**config.mk**
```make
export PLATFORM = sky130hd
export DESIGN_NAME = fft_pease_sample_deserializer
export DESIGN_NICKNAME = d
export VERILOG_FILES = /design/src/rtl/fft_pease_sample_deserializer.sv
export SDC_FILE = /design/constraint.sdc
export NUM_CORES = 1
export LEC_CHECK = 0
export BUFFER_PORTS_ARGS = -buffer_cell sky130_fd_sc_hd__buf_2
export CAP_MARGIN = 10
export CELL_PAD_IN_SITES_DETAIL_PLACEMENT = 1
export CELL_PAD_IN_SITES_GLOBAL_PLACEMENT = 1
export CORE_ASPECT_RATIO = 0.6
export CORE_MARGIN = 2
export CORE_UTILIZATION = 43
export CTS_CLUSTER_SIZE = 20
export DETAILED_ROUTE_END_ITERATION = 7
export PLACE_DENSITY_LB_ADDON = 0.1
export SYNTH_ARGS = -nofsm -noshare
export SYNTH_HDL_FRONTEND = slang
export SYNTH_SLANG_ARGS = --single-unit
```
**constraint.sdc**
```tcl
create_clock -name clk -period 2.3 [get_ports clk]
set_clock_uncertainty 0.15 [all_clocks]
set_input_delay 0.46 -clock clk [delete_from_list [all_inputs] [get_ports clk]]
set_output_delay 0.46 -clock clk [all_outputs]
set_load 0.1 [all_outputs]
```
**src/rtl/fft_pease_sample_deserializer.sv**
```systemverilog
// rtl/fft_pease_sample_deserializer.sv - serial sample to parallel frame front end of the Pease FFT (optional FFT_DESERIALIZER_DBUF_EN double buffering)
module fft_pease_sample_deserializer #(
    parameter int BIT_WIDTH = 32,
    parameter int N_SAMPLES = 8
) (
    input  logic                 clk,
    input  logic                 reset,
    input  logic [BIT_WIDTH-1:0] recv_msg,
    input  logic                 recv_val,
    output logic                 recv_rdy,
    output logic [BIT_WIDTH-1:0] send_msg [N_SAMPLES],
    output logic                 send_val,
    input  logic                 send_rdy
);

    localparam int CW = $clog2(N_SAMPLES);

    // FILL: output stage empty; FULL: output stage holds a frame awaiting the FFT
    typedef enum logic {
        FILL = 1'b0,
        FULL = 1'b1
    } state_t;

    state_t        state;
    state_t        state_next;
    logic [CW-1:0] count;
    logic          recv_fire;
    logic          send_fire;
    logic          fill_done;

    assign recv_fire = recv_val && recv_rdy;
    assign send_fire = send_val && send_rdy;
    assign fill_done = recv_fire && (count == CW'(N_SAMPLES - 1));

    // Fill position; wraps naturally to 0 after the last slot since N_SAMPLES is a power of two
    always_ff @(posedge clk) begin
        if (reset) begin
            count <= '0;
        end else if (recv_fire) begin
            count <= count + CW'(1);
        end
    end

    // State register
    always_ff @(posedge clk) begin
        if (reset) begin
            state <= FILL;
        end else begin
            state <= state_next;
        end
    end

`ifdef FFT_DESERIALIZER_DBUF_EN

    logic [BIT_WIDTH-1:0] fill_buf [N_SAMPLES];
    logic                 fill_full;
    logic                 load_direct;
    logic                 load_parked;

    // Completed frame goes straight to the output when the output is free this cycle,
    // otherwise it is parked in the fill buffer until the pending frame is taken
    assign load_direct = fill_done && ((state == FILL) || send_fire);
    assign load_parked = fill_full && send_fire;

    // Next-state: output stays occupied whenever a new frame replaces the departing one
    always_comb begin
        state_next = state;
        case (state)
            FILL: if (fill_done) state_next = FULL;
            FULL: if (send_fire && !fill_done && !fill_full) state_next = FILL;
            default: state_next = FILL;
        endcase
    end

    // Outputs depend on registered state only
    always_comb begin
        recv_rdy = !fill_full;
        send_val = (state == FULL);
    end

    // Parked-frame flag: set when a fill completes behind an unsent frame, cleared when it moves out
    always_ff @(posedge clk) begin
        if (reset) begin
            fill_full <= 1'b0;
        end else if (fill_done && (state == FULL) && !send_fire) begin
            fill_full <= 1'b1;
        end else if (load_parked) begin
            fill_full <= 1'b0;
        end
    end

    // Fill buffer write; contents are only meaningful once a frame completes
    always_ff @(posedge clk) begin
        if (recv_fire) begin
            fill_buf[count] <= recv_msg;
        end
    end

    // Output stage load; on a direct load the last sample bypasses the fill buffer
    always_ff @(posedge clk) begin
        if (reset) begin
            for (int k = 0; k < N_SAMPLES; k++) begin
                send_msg[k] <= '0;
            end
        end else if (load_direct) begin
            for (int k = 0; k < N_SAMPLES - 1; k++) begin
                send_msg[k] <= fill_buf[k];
            end
            send_msg[N_SAMPLES-1] <= recv_msg;
        end else if (load_parked) begin
            for (int k = 0; k < N_SAMPLES; k++) begin
                send_msg[k] <= fill_buf[k];
            end
        end
    end

`else

    // Next-state: fill until the last slot is written, then hold the frame until taken
    always_comb begin
        state_next = state;
        case (state)
            FILL: if (fill_done) state_next = FULL;
            FULL: if (send_fire) state_next = FILL;
            default: state_next = FILL;
        endcase
    end

    // Outputs depend on registered state only
    always_comb begin
        recv_rdy = (state == FILL);
        send_val = (state == FULL);
    end

    // Samples land directly in the output registers
    always_ff @(posedge clk) begin
        if (reset) begin
            for (int k = 0; k < N_SAMPLES; k++) begin
                send_msg[k] <= '0;
            end
        end else if (recv_fire) begin
            send_msg[count] <= recv_msg;
        end
    end

`endif

endmodule

```
==> results.cfg, run 1 <==
[run_status]
outcome = complete, no violations

[yosys]
synth_ff_type = dfxtp_1
synth.largest_area_cell = dfxtp_1
ys_top_cells_by_area = dfxtp_1 (51%), mux2i_1 (25%), nand2b_1 (17%)
syn_inst = 922
synth_edf_count = 0
yosysWarnings = 0
ys_ff_latch = 260
synth_async_sr_flop_share_pct = 0
seq_area_frac_synth_pct = 50.5
synth_top_area_share_pct = 50.5
synth.avg_cell_area_um2 = 11.2
ys_types = 22
syn_nets = 960
netlist_area_um2 = 10300

[die]
rows = 43
die_h_um = 124
start_util_pct = 44.2
core_um2 = 23300
die_w_um = 204
die_area_um2 = 25300
ioPinCount = 294

[clocking]
ctsResizeCount = 0
clock-sinks = 260
cts-root-buf = clkbuf_16
cts_made_buffers = 25
cts_max_path_buffers = 3
postCtsHoldBufs = 0
cts_setup_buffers = 0
htreeDepth = 1
cts_tree = yes
cts.clk_slew.worst_paths_ns = 0.06
clk_latency_ns = 0.52

[drt]
drtPass1Iterations = 4
vias = 7347
wirelength_um = 30300
routedWlPerCell_um = 20.1
via_per_inst = 4.87
post-route-drc-count = 0
drt_iter0_markers = 290
antenna_left = 0

[sta]
finalSetupViolCount = 0
rsz0062_at_grt = false
fin_tns_setup_ns = 0
slew-limit-headroom_pct = 63.6
hold_viol_final = 0
slew_viol_final = 0
fin_crit_sh_pct = 86.0
tightest_slew_ns = 0.544
fin_crit_ns = 1.98
max_freq_mhz = 506

[worst_setup_path]
cp_data_required_time_ns = 1.69
path_class = reg2out
critPathCaptureType = primary output
crit_fanout = 6
arrival_ns = 1.37
startpoint_type = flop

[pwr]
ir_drop_uv = 502
p_per_area_nw_per_um2 = 796
leakagePower_nw = 6.99

[cells_and_area]
multiInputGateArea_um2 = 4570
area_growth_pct = 23.5
final_common_cell = buf_2
nets = 1219
layout-drive-gt1-share_pct = 30.7
final_area_um2 = 12700
final_cell_mix = buf_2 (292), nand2b_1 (288), dfxtp_1 (259)
fillers = 2567
diodes = 0
area.sequential_um2 = 5210

[grt]
grtUsageTotal_pct = 23.5
grt_pass1_vias = 7839
grt_pass1_wl_um = 45700
antenna_found_initial = 2
overflow = 0
grt_max_degree = 42

[place]
hpwl_um = 21500
dpl_cell_area_um2 = 11900
portBuffers = 293
gp_congestion = 0.753

[hold_path]
min_path_type = in2reg

[job]
maxCapViolCount = 0
==> final cells by class <==
| cell class | instances | share of cell area (%) |
|---|---|---|
| flip-flops and latches | 260 | 40.9 |
| multi-input cells | 571 | 35.9 |
| clock buffers | 39 | 5.96 |
| well taps | 315 | 3.10 |
| repair buffers | 322 | 13.8 |
| inverters | 1 | 0.0295 |
| clock inverters | 2 | 0.305 |
==> stage by stage <==
stage	util, %	cells	hold slack (ns)	setup slack, ns	total power, mW
6_report	54.6	1510	0.107	0.322	10.1
5_1_grt	54.6	1510	0.104	0.260	10.5
4_1_cts	54.6	1510	0.0809	0.289	10.2
3_5_place_dp	51.2	1469	0.313	0.427	6.17
3_3_place_gp	51.2	1469	0.305	0.471	6.16
2_1_floorplan	-	922	0.395	0.412	5.90
==> registers in the layout (all words and copies together), names as in the netlist <==
register	count
count	3
send_msg	256
send_val	1
==> synthesized netlist by cell type (all sizes together), types with 2 or more instances <==
library cell and n:
nand3 2, dfxtp 260, nand2b 288, nor2b 4, nor2 5, nand2 6
mux2i 258, buf 50, ha 2, clkbuf 40, and2 2
==> metal layers <==
metal / GRT usage, % / up-vias / part of all wire (%)
li1: - / 3510 / -
met1: 30.8 / 3613 / 46
met2: 39.0 / 180 / 45
met3: 6.36 / 40 / 7.2
met4: 5.29 / 4 / 1.9
met5: 0 / - / 0.083
==> kinds of logic (layout without fill, tap and decap cells) <==
logic type | Yosys count | count (layout) | synth area share (%)
AND/OR/NAND/NOR | 309 | 309 | 18.9
flip-flops | 260 | 260 | 50.5
multiplexers | 258 | 258 | 25.1
buffers and inverters | 91 | 364 | 5.10
adder cells (fa/ha/maj) | 2 | 2 | 0.243
AO/OA/AOI/OAI | 1 | 1 | 0.0608
XOR/XNOR | 1 | 1 | 0.0850
==> worst max-delay path: stages, from the launching register on <==
cell     delay (ns)
dfxtp_2        0.35
inv_1          0.07
buf_2          0.43
==> worst paths after layout <==
check                                   start            end  slack (ns)  cells past startpoint
worst max-delay path                 send_val       recv_rdy        0.32                      2
worst min-delay path                 recv_val       send_val        0.11                      3
worst max register to register       count[0]  send_msg[197]        0.57                      3
worst min register to register  send_msg[211]  send_msg[211]        0.32                      2
==> where the power goes <==
part	switching [mW]	internal, mW
Combinational	1.08	0.316
Clock	1.70	2.36
Sequential	0.0609	4.61
Total	2.85	7.28
No activity file was read; power rests on OpenSTA's default activity.
==> run 2, diff against run 1 <==
--- a/config.mk
+++ b/config.mk
@@ -15,6 +15,7 @@
 export CTS_CLUSTER_SIZE = 20
 export DETAILED_ROUTE_END_ITERATION = 7
 export PLACE_DENSITY_LB_ADDON = 0.1
+export RECOVER_POWER = 50
 export SYNTH_ARGS = -nofsm -noshare
 export SYNTH_HDL_FRONTEND = slang
 export SYNTH_SLANG_ARGS = --single-unit
==> constraint.sdc (replaced) <==
create_clock -name clk -period 2.37 [get_ports clk]
set_clock_uncertainty 0.15 [all_clocks]
set_input_delay 0 -clock clk [delete_from_list [all_inputs] [get_ports clk]]
set_output_delay 0 -clock clk [all_outputs]
set_load 0.1 [all_outputs]
==> run 2 against run 1 <==
  * Sequential power fell by 3%
  * Largest cell class unchanged
  * Via count rose by 2.2%
  * Critical path type is now reg2reg
  * Flip-flop and latch count did not move
  * Count of clock-buffer cells in the layout fell by 5
  * First-iteration DRC count fell by 3.1%
==> results.cfg, run 2 (same netlist as run 1, synthesis figures left out) <==
[die]
start_util_pct = 44.2
die_area_um2 = 25300
ioPinCount = 294
die_w_um = 204
core_um2 = 23300
rows = 43
die_h_um = 124

[grt]
use_met1_pct = 32.7
overflow = 0
antenna_found_initial = 0
grt_pass1_wl_um = 46900
grt_max_degree = 54
grt_use_met2_pct = 38.6
grt_busiest_layer = met2
grtUsageTotal_pct = 24.0
grtUsageMet3_pct = 6.10
grt_pass1_vias = 7841

[cells_and_area]
final_area_um2 = 12800
layout-drive-gt1-share_pct = 8.97
fillers = 2677
largest_reg_flops = 256
final_common_cell = nand2b_1
top_register = send_msg
final_cell_mix = nand2b_1 (288), dfxtp_1 (260), mux2i_1 (258), clkbuf_1 (258), buf_2 (37)
nets = 1248
diodes = 0
area_growth_pct = 24.1

[worst_setup_path]
rr_worst_depth = 4
path_class = reg2reg
regToRegStartpoint = send_val
critPathCaptureType = flop
crit_fanout = 11
reg2reg_slack_ns = 0.30
startpoint_type = flop
critPathLaunch = send_val
reg2reg_to = send_msg[171]
arrival_ns = 2.34
cp_data_required_time_ns = 2.64
worstSetupEndpoint = send_msg[171]

[sta]
setup_ws_ns = 0.305
fin_tns_setup_ns = 0
slew_viol_final = 0
max_freq_mhz = 484
fin_crit_ns = 2.07
finalSetupViolCount = 0
rsz0062_at_grt = false
fin_crit_sh_pct = 87.1
slew-limit-headroom_pct = 14.1
hold_viol_final = 0
tightest_slew_ns = 1.29

[drt]
drtPass1Iterations = 4
drt_iter0_markers = 281
post-route-drc-count = 0
routedWlPerCell_um = 20.1
via_per_inst = 4.87
antenna_left = 0
vias = 7508
wirelength_um = 31000

[place]
pre_cts_slack_ns = 0.416
dpl_cell_area_um2 = 11900
hpwl_um = 21500
portBuffers = 293
gp_congestion = 0.754

[hold_path]
holdPathStages = 5
min-delay-start = send_rdy
min_path_type = in2reg

[clocking]
cts_setup_buffers = 0
ctsResizeCount = 0
cts_tree = yes
htreeDepth = 1
clk_latency_ns = 0.51
cts_max_path_buffers = 3
clock-sinks = 260
cts-root-buf = clkbuf_16
cts_made_buffers = 25
cts.clk_slew.worst_paths_ns = 0.07
postCtsHoldBufs = 35

[run_status]
outcome = complete, no violations

[pwr]
p_per_area_nw_per_um2 = 804
leakagePower_nw = 6.04
ir_drop_uv = 470

[job]
maxCapViolCount = 0
==> run 2: metrics by stage <==
step	power, mW	instances	util [%]	hold slack [ns]
after floorplan	5.72	922	-	0.0108
after global placement	5.96	1463	50.9	0.148
after detailed placement	5.98	1463	50.9	0.168
after CTS	10.4	1541	56.3	0.195
after global routing	10.6	1541	54.9	0.236
final	10.3	1541	54.9	0.237
==> run 2: final cells by class <==
class	count	area (um^2)	share of cell area, %
clock inverter	9	170	1.33
multi-input combinational	571	4570	35.8
timing repair buffer	351	1710	13.4
tap	315	394	3.08
sequential	260	5200	40.7
clock buffer	34	729	5.71
inverter	1	3.75	0.0294
==> run 2: power by group <==
group / internal (mW) / switching [mW] / total [mW]
Combinational: 0.304 / 1.06 / 1.36
Sequential: 4.47 / 0.0628 / 4.53
Clock: 2.69 / 1.70 / 4.39
Total: 7.46 / 2.82 / 10.3
==> run 2: how the worst min path moves through the flow <==
stage,to,slack [ns]
global placement,send_val,0.15
CTS,send_val,0.19
floorplan,send_val,0.01
finish,send_val,0.24
detailed placement,send_val,0.17
global route,send_val,0.24
==> run 2: worst max-delay path, stage by stage, from the launching register on <==
cell	delay (ns)
dfxtp_1	0.47
and3b_1	0.30
nand2_2	0.11
clkbuf_1	0.67
mux2i_1	0.27
==> run 2: layer usage <==
layer,wire [um],share of wire [%],up-vias
li1,-,-,3575
met3,1850,6.0,36
met5,0,0,-
met2,14000,45,173
met1,14600,47,3724
met4,628,2.0,0
==> run 3, diff against run 2 <==
--- a/config.mk
+++ b/config.mk
@@ -11,11 +11,13 @@
 export CELL_PAD_IN_SITES_GLOBAL_PLACEMENT = 1
 export CORE_ASPECT_RATIO = 0.6
 export CORE_MARGIN = 2
-export CORE_UTILIZATION = 43
+export CORE_UTILIZATION = 45
+export CTS_BUF_LIST = sky130_fd_sc_hd__clkbuf_2
 export CTS_CLUSTER_SIZE = 20
 export DETAILED_ROUTE_END_ITERATION = 7
 export PLACE_DENSITY_LB_ADDON = 0.1
 export RECOVER_POWER = 50
+export SLEW_MARGIN = 20
 export SYNTH_ARGS = -nofsm -noshare
 export SYNTH_HDL_FRONTEND = slang
 export SYNTH_SLANG_ARGS = --single-unit
==> run 3 against run 2 <==
  * Register-to-register slack worse by 0.17 ns
  * Die area decreased by 4.3%
  * Sequential power barely moved
  * Non-clock buffer count rose by 22
  * Wire length up 2.5%
  * Flip-flop and latch count did not move
  * Clock power shrank 39%
  * Total power is 16% lower
  * Critical path type unchanged
==> results.cfg, run 3 (same netlist as run 1, synthesis figures left out) <==
[die]
die_area_um2 = 24200
die_w_um = 199
core_um2 = 22200
die_h_um = 121
rows = 42
ioPinCount = 294
start_util_pct = 46.3

[pwr]
leakagePower_nw = 7.13
ir_drop_uv = 350
p_per_area_nw_per_um2 = 670

[sta]
slew-limit-headroom_pct = 35.7
finalSetupViolCount = 0
fin_hold_ws_ns = 0.0948
max_freq_mhz = 448
tightest_slew_ns = 0.964
fin_tns_setup_ns = 0
fin_crit_sh_pct = 94.2
rsz0062_at_grt = false
slew_viol_final = 0
hold_viol_final = 0
fin_crit_ns = 2.23

[hold_path]
min_path_type = in2reg
holdPathStages = 4
min-delay-start = recv_msg[14]

[cells_and_area]
area_growth_pct = 24.7
nets = 1305
final_common_cell = nand2b_1
multiInputGateArea_um2 = 4560
final_area_um2 = 12800
final_cell_mix = nand2b_1 (288), dfxtp_1 (259), mux2i_1 (258)
area.sequential_um2 = 5210
fillers = 2522
top_register = send_msg
layout-drive-gt1-share_pct = 31.5
post-route-util_pct = 57.8
final_cells = 1608
largest_reg_flops = 256

[clocking]
clock-sinks = 260
cts.clk_slew.worst_paths_ns = 0.12
clk_latency_ns = 0.86
cts_made_buffers = 60
cts_tree = yes
cts-root-buf = clkbuf_2
htreeDepth = 2
cts_max_path_buffers = 3

[drt]
antenna_left = 0
wirelength_um = 31800
post-route-drc-count = 0
via_per_inst = 4.88
vias = 7853
drt_iter0_markers = 223
drtPass1Iterations = 4
routedWlPerCell_um = 19.8

[worst_setup_path]
crit_family = buffers and inverters
cp.depth = 6
slowest_stage = dlygate4sd3_1
startpoint_type = flop
crit_fanout = 11
cpPeakStageDelay_ns = 0.55
cp_data_required_time_ns = 3.02
path_class = reg2reg
critical_path_buf_inv_count = 3
arrival_ns = 2.88
critPathCaptureType = flop
rr_worst_depth = 6
crit_chain = clkbuf_1 > nor2b_1 > nand2_4 > buf_4 > mux2i_1 > dlygate4sd3_1
critPathLaunch = count[0]
regToRegStartpoint = count[0]

[grt]
grt_pass1_vias = 8363
grt_use_met2_pct = 41.6
antenna_found_initial = 1
grtUsageTotal_pct = 26.4
overflow = 0
grt_max_degree = 55
grt_busiest_layer = met2
use_met1_pct = 34.3
grtUsageMet3_pct = 8.98
grt_pass1_wl_um = 48600

[place]
portBuffers = 293
hpwl_um = 21600
dp_cells = 1457
dpl_cell_area_um2 = 11900
gp_congestion = 0.755

[job]
maxCapViolCount = 0

[run_status]
outcome = complete, no violations
-- run 3: repair_timing --
action                                  in CTS  in global routing
setup buffers                                0                  1
endpoints found under the setup margin       0                  2
hold buffers                                55                  1
endpoints found under the hold margin      260                  1
gates resized for setup                      0                  4
-- run 3: report_power, final --
group | internal, mW | leakage (nW) | total, mW | switching (mW)
clock | 0.933 | 0.367 | 2.67 | 1.73
combinational | 0.351 | 4.66 | 1.42 | 1.07
sequential | 4.47 | 2.10 | 4.52 | 0.0559
-- run 3: path summary, 6_finish.rpt --
path / to / slack [ns]
worst max-delay path: send_msg[34] / 0.14
worst min-delay path: send_msg[238] / 0.09
worst max register to register: send_msg[34] / 0.14
worst min register to register: send_msg[222] / 0.33
-- run 3: layer usage --
layer,vias up,part of all wire (%)
li1,3704,-
met1,3872,45
met2,225,45
met3,52,7.9
met4,0,2.0
met5,-,0
-- run 3: cell type report --
class / instances / share of cell area, %
clock buffer: 85 / 3.31
timing repair buffer: 373 / 17.4
antenna: 1 / 0.0195
clock inverter: 9 / 0.263
inverter: 1 / 0.0292
sequential: 260 / 40.5
tap: 308 / 3.00
multi-input combinational: 571 / 35.5
-- run 3: worst min-delay path, stage by stage --
cell,delay [ns]
dlygate4sd3_1,0.52
buf_2,0.11
nand2b_1,0.25
mux2i_1,0.20
-- run 3: metrics by stage --
step	power, mW	setup WS [ns]
2_1_floorplan	5.72	0.482
3_3_place_gp	5.96	0.450
3_5_place_dp	5.98	0.379
4_1_cts	8.71	0.0149
5_1_grt	9.01	0.0365
6_report	8.61	0.136
